$ cat src/rtl/signal_pkg.sv
// Shared definitions for the signal conditioner: period FSM states and
// default parameter values.
package signal_pkg;

    typedef enum logic {
        IDLE = 1'b0,
        MEAS = 1'b1
    } period_state_e;

    localparam int C_SYNC_STAGES_DEF = 2;
    localparam int C_FILT_DEF        = 8;
    localparam int C_PER_W_DEF       = 16;

endpackage

$ cat src/rtl/sync_ff.sv
// Multi-stage flip-flop synchronizer bringing an asynchronous input into
// the clk domain; all stages reset to 0.
module sync_ff #(
    parameter int C_STAGES = 2
) (
    input  logic clk,
    input  logic reset,
    input  logic d,
    output logic q
);

    logic [C_STAGES-1:0] chain_q;

    always_ff @(posedge clk or posedge reset) begin
        if (reset) begin
            chain_q <= '0;
        end else begin
            chain_q <= {chain_q[C_STAGES-2:0], d};
        end
    end

    assign q = chain_q[C_STAGES-1];

endmodule

$ cat src/rtl/signal_conditioner.sv
// Synchronizes and deglitches an asynchronous input, flags its edges and
// measures the rise-to-rise period of the cleaned signal.
module signal_conditioner
    import signal_pkg::*;
#(
    parameter int C_SYNC_STAGES = C_SYNC_STAGES_DEF,
    parameter int C_FILT        = C_FILT_DEF,
    parameter int C_PER_W       = C_PER_W_DEF
) (
    input  logic               clk,
    input  logic               reset,
    input  logic               in,
    output logic               out,
    output logic               rise,
    output logic               fall,
    output logic [C_PER_W-1:0] period,
    output logic               period_valid,
    output logic               period_ovf
);

    localparam int FW = (C_FILT > 1) ? $clog2(C_FILT) : 1;
    localparam logic [FW-1:0]      FILT_LAST = FW'(C_FILT - 1);
    localparam logic [C_PER_W-1:0] PCNT_MAX  = '1;
    localparam logic [C_PER_W-1:0] PCNT_ONE  = C_PER_W'(1);

    logic               sync;
    logic [FW-1:0]      filtCnt_q, filtCnt_d;
    logic               out_q, out_d;
    logic               rise_q, rise_d;
    logic               fall_q, fall_d;
    period_state_e      state_q, state_d;
    logic [C_PER_W-1:0] pcnt_q, pcnt_d;
    logic [C_PER_W-1:0] period_q, period_d;
    logic               valid_q, valid_d;
    logic               ovf_q, ovf_d;

    sync_ff #(
        .C_STAGES(C_SYNC_STAGES)
    ) u_sync (
        .clk  (clk),
        .reset(reset),
        .d    (in),
        .q    (sync)
    );

    // The counter measures how long sync has disagreed with out; the edge
    // pulses are produced together with the toggle so they line up with out.
    always_comb begin
        filtCnt_d = '0;
        out_d     = out_q;
        rise_d    = 1'b0;
        fall_d    = 1'b0;
        if (sync != out_q) begin
            if (filtCnt_q == FILT_LAST) begin
                out_d  = ~out_q;
                rise_d = ~out_q;
                fall_d = out_q;
            end else begin
                filtCnt_d = filtCnt_q + FW'(1);
            end
        end
    end

    // The counter holds at all-ones once saturated, so a rise seeing that
    // value reports an overflowed interval instead of a period.
    always_comb begin
        state_d  = state_q;
        pcnt_d   = pcnt_q;
        period_d = period_q;
        valid_d  = 1'b0;
        ovf_d    = 1'b0;
        case (state_q)
            IDLE: begin
                if (rise_q) begin
                    state_d = MEAS;
                    pcnt_d  = PCNT_ONE;
                end
            end
            MEAS: begin
                if (rise_q) begin
                    if (pcnt_q == PCNT_MAX) begin
                        ovf_d = 1'b1;
                    end else begin
                        period_d = pcnt_q;
                        valid_d  = 1'b1;
                    end
                    pcnt_d = PCNT_ONE;
                end else if (pcnt_q != PCNT_MAX) begin
                    pcnt_d = pcnt_q + PCNT_ONE;
                end
            end
            default: state_d = IDLE;
        endcase
    end

    always_ff @(posedge clk or posedge reset) begin
        if (reset) begin
            filtCnt_q <= '0;
            out_q     <= 1'b0;
            rise_q    <= 1'b0;
            fall_q    <= 1'b0;
            state_q   <= IDLE;
            pcnt_q    <= '0;
            period_q  <= '0;
            valid_q   <= 1'b0;
            ovf_q     <= 1'b0;
        end else begin
            filtCnt_q <= filtCnt_d;
            out_q     <= out_d;
            rise_q    <= rise_d;
            fall_q    <= fall_d;
            state_q   <= state_d;
            pcnt_q    <= pcnt_d;
            period_q  <= period_d;
            valid_q   <= valid_d;
            ovf_q     <= ovf_d;
        end
    end

    assign out          = out_q;
    assign rise         = rise_q;
    assign fall         = fall_q;
    assign period       = period_q;
    assign period_valid = valid_q;
    assign period_ovf   = ovf_q;

endmodule

$ cat config.mk
export PLATFORM = sky130hd
export DESIGN_NAME = signal_conditioner
export DESIGN_NICKNAME = d
export VERILOG_FILES = /design/src/rtl/signal_pkg.sv /design/src/rtl/sync_ff.sv /design/src/rtl/signal_conditioner.sv
export SDC_FILE = /design/constraint.sdc
export NUM_CORES = 1
export LEC_CHECK = 0
export ABC_AREA = 1
export CORE_ASPECT_RATIO = 1.1
export CORE_UTILIZATION = 50
export CTS_CLUSTER_DIAMETER = 200
export DETAILED_ROUTE_END_ITERATION = 10
export PLACE_DENSITY = 0.75
export SYNTH_ARGS = -nofsm -noshare
export SYNTH_HDL_FRONTEND = slang
export SYNTH_SLANG_ARGS = --single-unit
$ cat constraint.sdc
create_clock -name clk -period 1.6 [get_ports clk]
set_input_delay 0.48 -clock clk [delete_from_list [all_inputs] [get_ports clk]]
set_output_delay 0.48 -clock clk [all_outputs]
set_load 0.01 [all_outputs]
==> metrics.md, run 1 <==
| Metric | Value |
|---|---|
| Status | finished clean |
| Min cycle time layout | 1.49 ns |
| Synth Area per Inst | 8.33 sq um |
| Max-cap violation count | 0 |
| Die area | 0.00441 sq mm |
| Routed wire per std cell | approximately 12 um |
| Clk_skew | about 0.0038 ns |
| Slowest-stage cell, CP | dfrtp_1 |
| Count leader, synth | nand2_1 |
| Worst-path clk slew | about 0.080 ns |
| Final Max Slew Viols | 0 |
| Initial Utilization | 0.523 |
| Placed insts | between 300 and 400 |
| CP Capture Type | register |
| FILL cells | 354 |
| Max incr delay on CP | 0.43 ns |
| Post-synth ARST share | 1.00 |
| Yosys reg bits | 43 |
| CP Launch Type | register |
| Place WS | just under 0.04 ns |
| GRT Total Usage | 0.215 |
| Worst setup path class | reg2reg |
| CP dominant cell by count | nand2_1 |
| NumNets Final | 301 |
| Tcrit/Tclk final | 0.933 |
| Num ports | 24 |
| Num CTS Buffers | 5 |
| H-Tree Depth | 2 |
| Post-synthesis sequential area ratio | 0.519 |
| Num Clock Sinks | 43 |
| CP Data Required Time | roughly 1.8 ns |
| Pwr Total | 0.00241 W |
| Vias | about 1.7k |
| Diode count | 0 |
| Antenna violations before repair | 0 |
| Vias in the first global route | 1567 |
| Reg2Reg Depth | 8 |
| Worst EP arrival | 1.67 ns |
| Measured slew at the worst slew-check pin | between 0.4 and 0.5 ns |
| Final ANT Viol Nets | 0 |
| Min-delay worst type | reg2reg |
| Leading area contributor after synthesis | dfrtp_1 |
| Remaining Overflow, GRT | 0 |
| Final GP Congestion | 0.867 |
| CTS max path bufs | 2 |
| Iter 0 DRT Violations | 86 |
| Vias/cell | 5.02 |
| Detailed-route DRC error count | 0 |
| Die span in x | 63.4 um |
| Die height | a little under 70 um |
| Clk_lat worst skew | around 0.29 ns |
| Hold path cells | 0 |
| CTS root buf | clkbuf_8 |
| Synth top area share | 0.519 |
| CORE AREA | 0.00396 sq mm |
| Rows | 24 |
| Total wire length | 4320 um |
| Router iterations before antenna repair | 4 |
| EDFF count, synth | 0 |
| Worst vdd ir | about 500 uV |
| Fin Setup TNS | 0 ns |
| Port Buffer Count | 23 |
| Dpl hpwl | 3050 um |
| Synth Instances | 249 |
| Synth unique cells | 25 |
| Area Growth Syn to Fin | 25.8% |
| Warnings from Yosys | 0 |
| Power per cell area | 924 mW/mm^2 |
| Mapped Area | roughly 0.0021 sq mm |
| Final Non-Filler Cells | between 300 and 400 |
| Global-route wire length before repair | 7280 um |
| Slew HR | 0.674 |
| Count of final setup violators | 0 |
| Crit-path cells | nand2_1 -> nor2_2 -> nand4_4 -> nand2_4 -> nor2_4 -> buf_12 -> nand2_1 -> nand2_1 |
| Synth area leaders | dfrtp_1, nand2_1, o21ai_0 |
| Share of cells above drive strength 1 | 0.146 |
| CP max FO | 17 |
| Setup ws final | 0.107 ns |
| Pin count of the biggest net entering global routing | 44 |
| CTS tree | built |
| Synth Net Count | ~260 |
| Post-synth top cells | nand2_1, dfrtp_1, nor2_1 |
| Cell leakage power | 1.40 nW |
| Primary FF master, synth | dfrtp_1 |
| Fin. Hold Viols | 0 |
| Maximum clock frequency | 670 MHz |
logic make-up after synthesis:
family          share of synthesized area
simple gates                        0.302
flops                               0.519
buf+inv                            0.0616
compound gates                     0.0694
xor+xnor                           0.0253
fa+ha+maj                          0.0181
mux                               0.00483
repair_timing:
item	in CTS	in global routing
pin swaps	0	3
buffers inserted	0	2
resized for setup	21	5
hold buffers	0	0
gates cloned	0	1
endpoints found under the hold margin	0	0
endpoints found under the setup margin	21	23
registers in the layout (all words and copies together), names as in the netlist:
signal          count
period_ovf          1
fall                1
pcnt_q             16
period             16
state_q             1
out                 1
rise                1
filtCnt_q           3
u_sync.chain_q      2
period_valid        1
per-stage QoR:
step / cell area, sq um / util / hold WS [ns]
2_1_floorplan: 2080 / - / 0.331
4_1_cts: 2560 / 0.646 / 0.361
6_report: 2610 / 0.658 / 0.360
3_5_place_dp: 2500 / 0.630 / 0.342
5_1_grt: 2610 / 0.658 / 0.372
3_3_place_gp: 2500 / 0.630 / 0.333
report_power, final:
group	switching [W]	total [W]	internal, W
clock network	0.000345	0.000683	0.000338
registers	0.0000716	0.00123	0.00116
logic	0.000324	0.000496	0.000173
total	0.000740	0.00241	0.00167
layout by cell type, fill, tap and decap left out, drive strengths merged:
cell / Yosys / final
a21oi: 1 / 1
buf: 5 / 24
clkbuf: 4 / 6
clkdlybuf4s50: 0 / 2
clkinv: 0 / 1
dfrtp: 43 / 43
dlygate4sd2: 0 / 21
ha: 3 / 3
inv: 20 / 20
mux2i: 1 / 1
nand2: 82 / 83
nand3: 16 / 16
nand4: 9 / 9
nor2: 28 / 28
nor3: 5 / 5
o21ai: 24 / 24
o21bai: 1 / 1
or2: 1 / 1
xnor2: 1 / 1
xor2: 5 / 5
worst max-delay path, delay by kind of cell (launching register included):
family | cells | cell delay [ns]
AND/OR/NAND/NOR | 7 | 0.78
flip-flops | 1 | 0.43
buffers and inverters | 1 | 0.16
layout make-up:
type | count | area [sq um] | share of cell area
Tap cell | 52 | 65.1 | 0.0249
Inverter | 20 | 75.1 | 0.0288
Clock buffer | 6 | 82.6 | 0.0317
Sequential cell | 43 | 1080 | 0.412
Multi-Input combinational cell | 178 | 896 | 0.343
Timing Repair Buffer | 47 | 409 | 0.157
Clock inverter | 1 | 5.00 | 0.00192
final timing paths:
kind,from,slack [ns],to
min reg2reg,u_sync.chain_q[0],0.36,u_sync.chain_q[1]
max reg2reg,pcnt_q[9],0.11,period[8]
max in group asynchronous,reset,0.85,pcnt_q[7]
max,pcnt_q[9],0.11,period[8]
min,u_sync.chain_q[0],0.36,u_sync.chain_q[1]
min in group asynchronous,reset,0.55,filtCnt_q[2]
metal layers:
layer / GRT usage / share of wire / wire [um] / vias to the layer above
met5: 0 / 0 / 0 / -
met4: 0.0758 / 0.021 / 90 / 0
met3: 0.0395 / 0.051 / 221 / 8
met2: 0.356 / 0.47 / 2030 / 42
met1: 0.279 / 0.46 / 1980 / 802
li1: - / - / - / 890
Power figures use the tool's default switching activity.
==> inputs of run 2 (changes only) <==
--- a/config.mk
+++ b/config.mk
@@ -5,12 +5,14 @@
 export SDC_FILE = /design/constraint.sdc
 export NUM_CORES = 1
 export LEC_CHECK = 0
-export ABC_AREA = 1
+export CELL_PAD_IN_SITES_DETAIL_PLACEMENT = 0
+export CELL_PAD_IN_SITES_GLOBAL_PLACEMENT = 1
 export CORE_ASPECT_RATIO = 1.1
-export CORE_UTILIZATION = 50
+export CORE_UTILIZATION = 39
 export CTS_CLUSTER_DIAMETER = 200
 export DETAILED_ROUTE_END_ITERATION = 10
-export PLACE_DENSITY = 0.75
+export MAX_ROUTING_LAYER = met4
+export PLACE_DENSITY_LB_ADDON = 0.1
 export SYNTH_ARGS = -nofsm -noshare
 export SYNTH_HDL_FRONTEND = slang
 export SYNTH_SLANG_ARGS = --single-unit
==> metrics.md, run 2 <==
| Metric | Value |
|---|---|
| Synth Net Count | 163 |
| Synth area leaders | dfrtp_1, mux2_4, mux2_2 |
| Worst R2R Start | pcnt_q[13] |
| Die height | 75.7 um |
| Failing checks | setup timing |
| Hold_ws | 0.368 ns |
| Warnings from Yosys | 0 |
| Max-cap violation count | 0 |
| Final ANT Viol Nets | 0 |
| Hold Startpoint | u_sync.chain_q[0] |
| Register area | ~0.0011 sq mm |
| Num ports | 24 |
| Diode count | 0 |
| Post-synth top cells | dfrtp_1, a21oi_1, mux2_4, nand2_1, o21ai_0 |
| Num CTS Buffers | 5 |
| Pin count of the biggest net entering global routing | 44 |
| CP Data Required Time | 1.78 ns |
| Vias in the first global route | 1513 |
| Cell leakage power | 1.43 nW |
| Worst setup path class | reg2reg |
| WHS Endpoint | u_sync.chain_q[1] |
| Count of final setup violators | 29 |
| Min-delay worst type | reg2reg |
| Yosys reg bits | between 40 and 50 |
| Post-Route Utilization | 0.600 |
| Leading area contributor after synthesis | dfrtp_1 |
| Vias | about 1.5k |
| Post-synth ARST share | 1.00 |
| Power per cell area | between 900 and 1000 mW/mm^2 |
| Rows | 26 |
| Setup ws final | -0.222 ns |
| Iter 0 DRT Violations | 117 |
| NumNets Final | 240 |
| Vias/cell | roughly 5.3 |
| Num Clock Sinks | 43 |
| Worst-path clk slew | ~0.080 ns |
| CTS root buf | clkbuf_8 |
| Total wire length | about 4300 um |
| Place WS | -0.236 ns |
| H-Tree Depth | 2 |
| Tcrit/Tclk final | 1.14 |
| Final GP Congestion | 0.799 |
| Post-synthesis sequential area ratio | 0.559 |
| Hold path cells | 0 |
| Worst vdd ir | about 800 uV |
| RSZ-0062 raised after global routing | true |
| Synth Area per Inst | 12.3 sq um |
| Die span in x | around 70 um |
| Commonest non-fill, non-tap cell in the layout | dfrtp_1 |
| EDFF count, synth | 0 |
| Multi-input logic area | 848 sq um |
| Count leader, synth | dfrtp_1 |
| Maximum clock frequency | 549 MHz |
| CTS tree | built |
| CP Capture Type | register |
| CORE AREA | 0.00468 sq mm |
| Most used cells in the layout excluding fill and tap cells | dfrtp_1, buf_4, dlygate4sd2_1 |
| Initial Utilization | 0.411 |
| Antenna violations before repair | 0 |
| Clk_skew | 0.00330 ns |
| CTS max path bufs | 2 |
| Reg2Reg Depth | 5 |
| Router iterations before antenna repair | 4 |
| Routed wire per std cell | between 10 and 15 um |
| Min cycle time layout | 1.82 ns |
| Final Non-Filler Cells | 291 |
| Measured slew at the worst slew-check pin | 0.318 ns |
| Synth top area share | 0.559 |
| FILL cells | 420 |
| Final Max Slew Viols | 0 |
| Share of cells above drive strength 1 | 0.404 |
| Global-route wire length before repair | 7060 um |
| Area Growth Syn to Fin | 46.0% |
| Placed insts | 270 |
| CP max FO | 10 |
| CP Launch Type | register |
| Primary FF master, synth | dfrtp_1 |
| Mapped Area | 0.00193 sq mm |
| Synth unique cells | 37 |
| GRT Total Usage | 0.192 |
| Status | complete, but fails checks |
| Port Buffer Count | 23 |
| Slew HR | 0.787 |
| Synth Instances | 157 |
| Reg2reg end | period[0] |
| Fin. Hold Viols | 0 |
| R2r setup slk | -0.22 ns |
| Clk_lat worst skew | approximately 0.29 ns |
| Remaining Overflow, GRT | 0 |
| Die area | 0.00522 sq mm |
| Dpl hpwl | 2770 um |
| Detailed-route DRC error count | 0 |
| Worst EP arrival | 2.00 ns |
-- run 2: worst max-delay path by stage --
stage,startpoint,endpoint,slack (ns),cells after the start
after floorplan,pcnt_q[0],period[0],-0.31,6
after global placement,pcnt_q[0],period[4],-0.18,6
after detailed placement,pcnt_q[0],period[6],-0.24,6
after CTS,pcnt_q[13],period[6],-0.20,5
after global routing,pcnt_q[11],period[6],-0.28,5
final,pcnt_q[13],period[0],-0.22,5
-- run 2: area by class of cell --
class,instances,area share
Inverter,5,0.00668
Timing Repair Buffer,75,0.242
Tap cell,56,0.0249
Clock inverter,2,0.0125
Clock buffer,6,0.0294
Sequential cell,43,0.383
Multi-Input combinational cell,104,0.302
-- run 2: timing repair --
action / in CTS / in global routing
hold buffers: 0 / 0
endpoints found under the setup margin: 50 / 33
buffers inserted: 8 / 5
pin swaps: 14 / 8
gates resized for setup: 33 / 14
-- run 2: logic make-up after synthesis --
logic type	Yosys count	share of synthesized area
muxes	16	0.111
AOI/OAI and AO/OA	31	0.101
adders and majority gates	3	0.0195
and+or+nand+nor	51	0.160
DFF	43	0.559
buffers and inverters	10	0.0364
xor gates and xnor gates	3	0.0136
-- run 2: stage by stage --
step / power (W) / setup TNS, ns / cell area [sq um]
final: 0.00263 / -4.09 / 2810
after global routing: 0.00277 / -6.19 / 2810
after CTS: 0.00266 / -3.73 / 2710
after detailed placement: 0.00174 / -4.33 / 2510
after global placement: 0.00172 / -3.22 / 2510
after floorplan: 0.00152 / -4.48 / 1930
-- run 2: critical path, cell delays in order, from the launching register on --
cell     delay [ns]
dfrtp_1        0.36
nand4_1        0.18
or4_4          0.61
nand3_4        0.11
buf_12         0.15
mux2_4         0.30
-- run 2: layer usage --
layer / vias up / share of wire / global-route usage
met2: 26 / 0.52 / 0.311
li1: 733 / - / -
met1: 778 / 0.45 / 0.232
met4: 0 / 0.0070 / 0.0703
met5: - / 0 / -
met3: 4 / 0.029 / 0.0449
-- run 2: power breakdown --
part / leakage [nW] / switching (W) / internal [W]
clock network: 0.0612 / 0.000361 / 0.000505
registers: 0.589 / 0.0000474 / 0.00117
logic: 0.784 / 0.000275 / 0.000270
total: 1.43 / 0.000684 / 0.00195
==> variant 1: new RTL, config.mk and constraints of run 1 <==
Register the input `in` before use, cleared by the reset. The logic sees it one clock later.
--- a/src/rtl/signal_conditioner.sv
+++ b/src/rtl/signal_conditioner.sv
@@ -23,6 +23,16 @@
     localparam logic [C_PER_W-1:0] PCNT_MAX  = '1;
     localparam logic [C_PER_W-1:0] PCNT_ONE  = C_PER_W'(1);
 
+    logic in_q;
+
+    always_ff @(posedge clk or posedge reset) begin
+        if (reset) begin
+            in_q <= '0;
+        end else begin
+            in_q <= in;
+        end
+    end
+
     logic               sync;
     logic [FW-1:0]      filtCnt_q, filtCnt_d;
     logic               out_q, out_d;
@@ -39,7 +49,7 @@
     ) u_sync (
         .clk  (clk),
         .reset(reset),
-        .d    (in),
+        .d    (in_q),
         .q    (sync)
     );
 
Behaviour: same outputs for any inputs over 10 cycles, from zero or initial values and one cycle with reset high; that may be too few to reach the edited logic, so the function may still have changed.
==> variant 1 against run 1 <==
- highest routed layer unchanged
- combinational power down 1%
- total power down 1.3%
- area after synthesis up 1.2%
- largest power group unchanged
- design area down 0.67%
- worst setup slack worse by 0.043 ns
- wire length up 7.0%
- synthesized cell count up 0.40%
- sequential cell count up 1
- clock skew about the same
- hold slack worse by 0.0087 ns
==> variant 1: results (changes against run 1) <==
outcome:
  status: "completed"
cts:
  ctsRootBufferMaster: "clkbuf_8"
grt:
  met3_usage: 0.0539  # +0.0144
  grt_util_met1: 0.302  # +0.0222
  gr-usage-all-layers: 0.233  # +0.0184
  first_global_vias: 1690  # +7.8%
  use_met2: 0.381  # +0.0248
  grt_max_degree: 45  # +2.3%
yosys:
  synth_nets: 256  # +0.39%
  synth_area_per_cell_um2: 8.39  # +0.80%
  synthTopCellsByCount: "nand2_1, dfrtp_1, nor2_1"
  synth.area.top_cells: "dfrtp_1, nand2_1, o21ai_0"
worst_setup_path:
  endpoint: "period[11]$_DFFE_PP0P_"
  startpoint: "pcnt_q[0]$_DFFE_PP0P_"
  r2r_slack_ns: 0.06  # -0.04 ns
  reg2reg_depth: 9  # +1
  slowest_delay_ns: 0.38  # -0.05 ns
drt:
  drtIter0Drc: 119  # +38%
  dr_wl_met3_um: 195  # -12%
  via_count: 1794  # +3.0%
  route.layer.met1.wl_um: 2090  # +5.9%
  routed-wl-met2_um: 2260  # +12%
placement:
  routabilityCongestion: 0.872  # +0.55%
  dpl.cell_count: 336  # -0.30%
  placed_area_mm2: 0.00251  # +0.40%
  dp_slack_ns: 0.0828  # +0.0435 ns
die:
  initial_core_util: 0.525  # +0.00233
sta:
  relSlewSlack: 0.675  # about the same
  period_minus_slack_ns: 1.54  # +0.0426 ns
  fin_skew_ns: 0.00331  # -0.000445 ns
  whs_ns: 0.351  # -0.00867 ns
pwr:
  ir_drop_mv: 0.597  # +22%
layout:
  fillers: 356  # +0.56%
  drive_above_1_share: 0.134  # -0.0122
  nets: 298  # -1.0%
variant 1: layout make-up:
type / instances / area (µm²) / share of cell area
well taps: 52 / 65.1 / 0.0251
multi-input cells: 177 / 882 / 0.340
clock buffers: 6 / 72.6 / 0.0280
inverters: 20 / 75.1 / 0.0290
flip-flops and latches: 44 / 1100 / 0.425
repair buffers: 44 / 390 / 0.151
clock inverters: 1 / 5.00 / 0.00193
variant 1: cells by family (layout without fill, tap and decap cells):
group           after synthesis  count (layout)  synth area share
fa+ha+maj                     3               3            0.0179
mux                           1               1           0.00477
xor+xnor                      6               6            0.0250
compound gates               26              26            0.0686
flops                        44              44             0.525
buf+inv                      29              71            0.0608
simple gates                141             141             0.298
variant 1: how the worst min path moves through the flow:
| stage | start | end | cells past startpoint |
|---|---|---|---|
| after floorplan | in_q$_DFF_PP0_ | u_sync.chain_q[0]$_DFF_PP0_ | 0 |
| after CTS | u_sync.chain_q[0]$_DFF_PP0_ | u_sync.chain_q[1]$_DFF_PP0_ | 0 |
| after detailed placement | u_sync.chain_q[0]$_DFF_PP0_ | u_sync.chain_q[1]$_DFF_PP0_ | 0 |
| final | u_sync.chain_q[0]$_DFF_PP0_ | u_sync.chain_q[1]$_DFF_PP0_ | 0 |
| after global placement | u_sync.chain_q[0]$_DFF_PP0_ | u_sync.chain_q[1]$_DFF_PP0_ | 0 |
| after global routing | in_q$_DFF_PP0_ | u_sync.chain_q[0]$_DFF_PP0_ | 0 |
variant 1: power by group:
part	total [W]	internal [W]	leakage (nW)	switching [W]
Clock	0.000647	0.000297	0.0410	0.000350
Combinational	0.000489	0.000166	0.745	0.000324
Sequential	0.00124	0.00118	0.603	0.0000577
Total	0.00238	0.00165	1.39	0.000732
==> variant 2: new RTL, config.mk and constraints of run 1 <==
Without the edit above. The package constant `C_FILT_DEF` goes from 8 to 16.
--- a/src/rtl/signal_pkg.sv
+++ b/src/rtl/signal_pkg.sv
@@ -8,7 +8,7 @@
     } period_state_e;
 
     localparam int C_SYNC_STAGES_DEF = 2;
-    localparam int C_FILT_DEF        = 8;
+    localparam int C_FILT_DEF        = 16;
     localparam int C_PER_W_DEF       = 16;
 
 endpackage
Check against the original RTL: same outputs for any inputs over 10 cycles, from zero or initial values and one cycle with reset high; that may be too few to reach the edited logic, so the function may still have changed.
==> variant 2 against run 1 <==
- critical path depth unchanged
- die area increased by 0.76%
- worst setup slack got worse by 0.019 ns
- design area increased by 0.53%
- area after synthesis increased by 0.78%
- wire length increased by 4.4%
- hold slack got worse by 0.0021 ns
- sequential cell count increased by 1
Power is not compared: it rests on default switching activity, and its combinational part moved more than twofold at a synthesized area within 25%.
==> variant 2: results (changes against run 1) <==
yosys:
  synthFlopType: "dfrtp_1"
  synth_nets: 262  # +2.7%
  synth_area_per_cell_um2: 8.13  # -2.4%
  synthTopCellsByCount: "nand2_1, dfrtp_1, nor2_1, o21ai_0, inv_1"
  synth_xor_area_frac: 0.0126  # -0.0128
  ys_warn_count: 0  # unchanged
  synth.area.top_cells: "dfrtp_1, nand2_1, o21ai_0"
  ys_types: 22  # -12%
  synth-compound-area-share: 0.0695  # about the same
  synth_fa_ha_area_frac: 0.0120  # -0.00613
  muxShareOfSynthArea: 0.00479  # -0.0000376
  yosysSeqAreaShare: 0.527  # +0.00794
layout:
  fillers: 351  # -0.85%
  utilization: 0.657  # -0.00150
  drive_above_1_share: 0.138  # -0.00760
  nets: 308  # +2.3%
grt:
  antenna_found_initial: 0  # unchanged
  gr-usage-all-layers: 0.227  # +0.0121
  grt_pass1_wl_um: 7750  # +6.4%
  grt_max_degree: 45  # +2.3%
  first_global_vias: 1740  # +11%
worst_setup_path:
  rr_endpoint: "period[14]$_DFFE_PP0P_"
  worstPathArrival_ns: 1.71  # +0.04 ns
  startpoint_type: "flip-flop"
  reg2reg_depth: 8  # unchanged
  crit_path_end_kind: "flip-flop"
  crit_path_top_delay_cell: "dfrtp_1"
  r2r_start: "pcnt_q[0]$_DFFE_PP0P_"
  worstPathMaxFanout: 16  # -1
  r2r_slack_ns: 0.09  # -0.02 ns
  slowest_delay_ns: 0.38  # -0.05 ns
drt:
  post_drt_wl_per_cell_um: 12.7  # +1.7%
  drtIter0Drc: 74  # -14%
  routed_wl_um: 4510  # +4.4%
  via_count: 1819  # +4.4%
placement:
  placed_area_mm2: 0.00253  # +1.3%
  dpl.cell_count: 346  # +2.7%
  hpwlAfterDp_um: 3310  # +8.4%
  dp_slack_ns: 0.0370  # -0.00230 ns
  routabilityCongestion: 0.886  # +2.2%
pwr:
  p_int_w: 0.00148
sta:
  tightest_slew_ns: 0.399  # -0.0889 ns
  period_minus_slack_ns: 1.51  # +0.0192 ns
  fin_skew_ns: 0.00662  # +0.00287 ns
worst_hold_path:
  hold_class: "reg2reg"
outcome:
  status: "completed"
cts:
  insertion_delay_ns: 0.30
[variant 2: cell types whose count changed in the layout (fill, tap and decap cells not counted), moves of 2 or more]
| cell | change |
|---|---|
| nand3_1 | -4 |
| inv_1 | +3 |
| o21ai_1 | +2 |
| o21ai_0 | +2 |
| xor2_1 | -2 |
| nand4_1 | +3 |
| nor2_1 | +4 |
[variant 2: cells by family (layout without fill, tap and decap cells)]
family / count (synthesis) / in the layout
compound gates: 29 / 29
xor+xnor: 3 / 3
fa+ha+maj: 2 / 2
buf+inv: 33 / 80
flops: 44 / 44
mux: 1 / 1
simple gates: 145 / 145
[variant 2: layout make-up]
type	count	share of cell area
clock buffers	6	0.0315
repair buffers	48	0.159
inverters	24	0.0344
well taps	52	0.0248
multi-input cells	180	0.327
clock inverters	2	0.00382
flip-flops and latches	44	0.420
[variant 2: worst min path at each step]
stage	slack (ns)	start	cells after the start	end
floorplan	0.33	u_sync.chain_q[0]$_DFF_PP0_	0	u_sync.chain_q[1]$_DFF_PP0_
global placement	0.34	u_sync.chain_q[0]$_DFF_PP0_	0	u_sync.chain_q[1]$_DFF_PP0_
detailed placement	0.34	u_sync.chain_q[0]$_DFF_PP0_	0	u_sync.chain_q[1]$_DFF_PP0_
CTS	0.36	u_sync.chain_q[0]$_DFF_PP0_	0	u_sync.chain_q[1]$_DFF_PP0_
global route	0.36	u_sync.chain_q[0]$_DFF_PP0_	0	u_sync.chain_q[1]$_DFF_PP0_
finish	0.36	u_sync.chain_q[0]$_DFF_PP0_	0	u_sync.chain_q[1]$_DFF_PP0_
[variant 2: routing by layer]
layer	part of all wire	global-route usage	vias up
met5	0	0	-
met4	0.034	0.139	0
met3	0.031	0.0378	14
met2	0.48	0.361	37
met1	0.46	0.286	858
li1	-	-	910
